<file path="config.mk">
export PLATFORM = sky130hd
export DESIGN_NAME = regfile_wb_arbiter
export DESIGN_NICKNAME = d
export VERILOG_FILES = /design/src/rtl/regfile_wb_arbiter.sv
export SDC_FILE = /design/constraint.sdc
export NUM_CORES = 1
export LEC_CHECK = 0
export BUFFER_PORTS_ARGS = -buffer_cell sky130_fd_sc_hd__buf_2
export CELL_PAD_IN_SITES_DETAIL_PLACEMENT = 1
export CELL_PAD_IN_SITES_GLOBAL_PLACEMENT = 1
export CORE_MARGIN = 1.5
export CORE_UTILIZATION = 44
export DETAILED_ROUTE_END_ITERATION = 8
export GPL_TIMING_DRIVEN = 1
export PLACE_DENSITY_LB_ADDON = 0.1
export SLEW_MARGIN = 20
export SYNTH_ARGS = -nofsm -noshare
export SYNTH_HDL_FRONTEND = slang
export SYNTH_SLANG_ARGS = --single-unit
</file>
<file path="constraint.sdc">
create_clock -name clk -period 18.5 [get_ports clk]
set_input_delay 2.775 -clock clk [delete_from_list [all_inputs] [get_ports clk]]
set_output_delay 2.775 -clock clk [all_outputs]
set_load 0.02 [all_outputs]
</file>
<file path="src/rtl/regfile_wb_arbiter.sv">
// Regfile write-port arbiter: pipeline vs long-latency writeback,
// with a busy scoreboard that stalls decode on hazards to pending results.
module regfile_wb_arbiter #(
  parameter int MAX_WAIT = 4,
  parameter int CNT_W    = 4
) (
  input  logic        clk,
  input  logic        rst,
  input  logic        p_valid,
  input  logic [4:0]  p_waddr,
  input  logic [31:0] p_wdata,
  output logic        p_ready,
  input  logic        l_valid,
  input  logic [4:0]  l_waddr,
  input  logic [31:0] l_wdata,
  output logic        l_ready,
  input  logic        iss_valid,
  input  logic        iss_long,
  input  logic [4:0]  iss_rd,
  input  logic        re1,
  input  logic [4:0]  raddr1,
  input  logic        re2,
  input  logic [4:0]  raddr2,
  output logic        stall,
  output logic        we,
  output logic [4:0]  waddr,
  output logic [31:0] wdata,
  output logic [5:0]  busy_cnt
);

  typedef enum logic {
    NORMAL,
    FORCE_LONG
  } state_t;

  state_t           state, state_nxt;
  logic [CNT_W-1:0] wait_cnt, wait_nxt;
  logic [31:0]      busy, busy_nxt;
  logic [5:0]       cnt_nxt;
  logic             p_gnt, l_gnt;
  logic             set_en, clr_en;

  always_ff @(posedge clk or negedge rst) begin
    if (!rst) begin
      state    <= NORMAL;
      wait_cnt <= '0;
    end else begin
      state    <= state_nxt;
      wait_cnt <= wait_nxt;
    end
  end

  always_comb begin
    state_nxt = state;
    wait_nxt  = wait_cnt;
    p_ready   = 1'b0;
    l_ready   = 1'b0;
    if (rst) begin
      unique case (state)
        NORMAL: begin
          p_ready = p_valid;
          l_ready = l_valid & ~p_valid;
          if (l_valid && !l_ready) begin
            wait_nxt = wait_cnt + 1'b1;
            if (wait_cnt == CNT_W'(MAX_WAIT - 1))
              state_nxt = FORCE_LONG;
          end else begin
            wait_nxt = '0;
          end
        end
        FORCE_LONG: begin
          // A forced slot lasts one cycle, granted or abandoned
          l_ready   = l_valid;
          state_nxt = NORMAL;
          wait_nxt  = '0;
        end
        default: state_nxt = NORMAL;
      endcase
    end
  end

  assign p_gnt = p_valid & p_ready;
  assign l_gnt = l_valid & l_ready;

  always_ff @(posedge clk or negedge rst) begin
    if (!rst) begin
      we    <= 1'b0;
      waddr <= '0;
      wdata <= '0;
    end else begin
      we <= 1'b0;
      unique case (1'b1)
        p_gnt: if (p_waddr != 5'd0) begin
          we    <= 1'b1;
          waddr <= p_waddr;
          wdata <= p_wdata;
        end
        l_gnt: if (l_waddr != 5'd0) begin
          we    <= 1'b1;
          waddr <= l_waddr;
          wdata <= l_wdata;
        end
        default: ;
      endcase
    end
  end

  assign stall = rst & ((re1 & busy[raddr1]) |
                        (re2 & busy[raddr2]) |
                        (iss_valid & busy[iss_rd] & (iss_rd != 5'd0)));

  assign set_en = iss_valid & iss_long & (iss_rd != 5'd0) & ~stall;
  assign clr_en = l_gnt;

  always_comb begin
    busy_nxt = busy;
    if (clr_en)
      busy_nxt[l_waddr] = 1'b0;
    // Set applied last so a new issue wins over a same-cycle retire
    if (set_en)
      busy_nxt[iss_rd] = 1'b1;
    cnt_nxt = '0;
    for (int i = 0; i < 32; i++)
      cnt_nxt = cnt_nxt + {5'd0, busy_nxt[i]};
  end

  always_ff @(posedge clk or negedge rst) begin
    if (!rst) begin
      busy     <= '0;
      busy_cnt <= '0;
    end else begin
      busy     <= busy_nxt;
      busy_cnt <= cnt_nxt;
    end
  end

endmodule

</file>
==> flow_metrics.tcl <==
set metrics [dict create \
    hp-start "wdata[17]" \
    h-tree-depth 3 \
    rsz0062_at_grt "no" \
    rows 40 \
    drive_above_1_share_pct 30.13 \
    final-setup-viol-count 0 \
    place_congestion 0.8981 \
    syn_to_final_growth_pct 19.30 \
    cts-buffers-inserted 9 \
    worst_pin_slew_ps 777.7 \
    crit_path_end_kind "flop" \
    ios 144 \
    fp.coreArea_sq_um 12010 \
    grt_pass1_wl_um 25470 \
    finalWirelength_um 15810 \
    start_kind "input pin" \
    hold_path_depth 2 \
    drtIter0Drc 325 \
    post_cts_buffers 0 \
    via_count 4554 \
    period_share_pct 50.51 \
    track_usage_pct 26.13 \
    cts.reportedPaths.clkPinSlew_ps 60 \
    vias_per_cell 5.831 \
    synthFlopType "dfrtp_1" \
    fin_util_pct 53.95 \
    yosysUniqueCellTypes 47 \
    power_mw 1.101 \
    die_w_um 114.1 \
    placement.io_buffers 143 \
    slew_violations 0 \
    vdd_ir_drop_max_uv 365.7 \
    syn_area_sq_um 5431 \
    async_reset_ff_share_pct 100.0 \
    grt_overflow_total 0 \
    dieArea_sq_um 13020 \
    ys_ff_latch 81 \
    syn_nets 637 \
    fill_cells 1363 \
    reg2reg_to "busy_cnt[4]" \
    clock-skew-final_ps 13.07 \
    fin_ws_ps 9155 \
    postRouteAntennaNets 0 \
    critPathMaxFanout 56 \
    ys_warn_count 0 \
    rrSetupSlack_ps 11670 \
    hpwlAfterDp_um 12290 \
    root_buffer "clkbuf_16" \
    die_y_um 114.1 \
    cts.repair.resized 0 \
    clk_latency_ps 350 \
    holdPathEnd "wdata[17]" \
    final_nets 758 \
    power.density_nw_per_um2 170.0 \
    first_pass_iters 5 \
    synth_edf_count 0 \
    drc 0 \
    hold_buffers 0 \
    finalHoldViolations 0 \
    place_ws_ps 8715 \
    status "completed" \
    yosysSeqAreaShare_pct 37.32 \
    antenna_found_initial 0 \
    critPathKind "input pin to flop" \
    cts_tree "built" \
    power_leakage_nw 2.954 \
    grt_pass1_vias 4765 \
    cts_buffer_depth 2 \
    avgSynthCellArea_sq_um 10.69 \
    initial_core_util_pct 45.22 \
    netlist_instances 508 \
    wl_per_cell_um 20.24 \
    clock_sinks 81 \
    grt_start_max_net_pins 76 \
    holdWs_ps 475.9 \
    diodes 0 \
    crit_required_ps 18770 \
    final.setup.tns_ps 0 \
    drv_cap 0 \
    hp-class "flop to flop" \
    r2r_start "busy[1]" \
    post-route-min-period_ps 9345 \
    slew_headroom_pct 47.88 \
    crit_arrival_ps 9610 \
    fmax_mhz 107.0 \
    reg2reg_depth 21 \
]
power by group:
part / internal [mW] / switching [mW] / leakage (nW)
Sequential: 0.223 / 0.0284 / 1.03
Clock: 0.122 / 0.0751 / 0.155
Combinational: 0.291 / 0.362 / 1.77
final cells by class:
cell class	count	area (sq um)	share of cell area, %
Clock inverter	6	88.84	1.371
Tap cell	147	183.9	2.838
Timing Repair Buffer	147	748.2	11.55
Sequential cell	81	2027	31.28
Inverter	27	101.3	1.564
Multi-Input combinational cell	363	3092	47.71
Clock buffer	10	239.0	3.688
critical path: stages:
cell and delay (ps):
buf_4 520, buf_4 560, nand2_1 180, nor2_4 280, nand3b_1 350, o21ai_0 360, o31ai_2 140, fa_1 550
inv_1 60, fa_1 530, inv_1 50, fa_1 480, fa_1 510, inv_1 60, fa_1 500, fa_1 530
inv_1 50, ha_1 210, fa_1 400, a21o_1 190, a21oi_1 160, xnor2_1 140
logic make-up after synthesis:
group / Yosys count / synth area share [%]
compound gates: 147 / 18.34
simple gates: 103 / 9.491
flops: 81 / 37.32
mux: 78 / 17.58
buf+inv: 64 / 6.105
fa+ha+maj: 32 / 10.69
xor+xnor: 3 / 0.4838
cells in the final DEF, fill, tap and decap left out, types with 2 or more instances in the layout:
master        n
bufinv_16     2
clkinvlp_4    2
nand4_1       4
mux2i_1      62
fa_1         24
a21o_1        2
o31ai_2       8
o22ai_1       9
nand2b_1      2
o21ai_0      49
o21a_1        2
ha_1          8
clkbuf_16     9
nor2b_1       7
or3b_1        3
or3_1         2
inv_1        27
a22oi_1       2
buf_2       142
nand2_1      49
o31a_1       18
nand3_1       9
o21ai_1      23
nand3b_1      9
buf_4         5
nor2_1        8
mux4_2       12
o31ai_1      23
nor4_1        2
mux2_2        2
a21oi_1       4
nor3_1        2
dfrtp_1      81
nand4b_1      2
xnor2_1       2
flip-flops by register name, summed over array words and instances (netlist names):
register	count
waddr	5
busy_cnt	6
busy	32
we	1
wait_cnt	4
wdata	32
state	1
synth_stat cells (5+ instances only):
library cell  instances  share of area (%)
dfrtp_1              81                 37
mux2i_1              62                 11
nand2_1              49                3.4
o21ai_0              49                4.5
inv_1                27                1.9
fa_1                 24                8.8
o21ai_1              23                2.1
o31ai_1              23                3.2
o31a_1               18                2.9
buf_2                12                1.1
clkbuf_1             12               0.83
mux4_2               12                5.0
buf_6                10                2.1
nand3_1               9               0.83
nand3b_1              9                1.2
nor2_1                9               0.62
o22ai_1               9                1.0
ha_1                  8                1.8
o31ai_2               8                1.8
nor2b_1               7               0.81
a21oi_1               5               0.46
how the worst max path moves through the flow:
stage                    from  slack [ps]  cells after the start          end
CTS                       rst        9080                     22  busy_cnt[4]
detailed placement        rst        8720                     22  busy_cnt[4]
global route              rst        8660                     22  busy_cnt[4]
finish                    rst        9160                     22  busy_cnt[4]
floorplan           raddr1[0]        9730                     22  busy_cnt[4]
global placement          rst        8910                     20  busy_cnt[4]
through the flow:
step	area [sq um]	cells
floorplan	5431	508
global placement	6152	765
detailed placement	6152	765
CTS	6480	781
global route	6480	781
finish	6480	781
layer usage:
metal	part of all wire, %	global-route usage, %	vias up
li1	-	-	2091
met1	42	34.46	2243
met2	48	42.21	184
met3	6.9	5.029	36
met4	3.2	11.58	0
met5	0	0	-
Power figures use the tool's default switching activity.
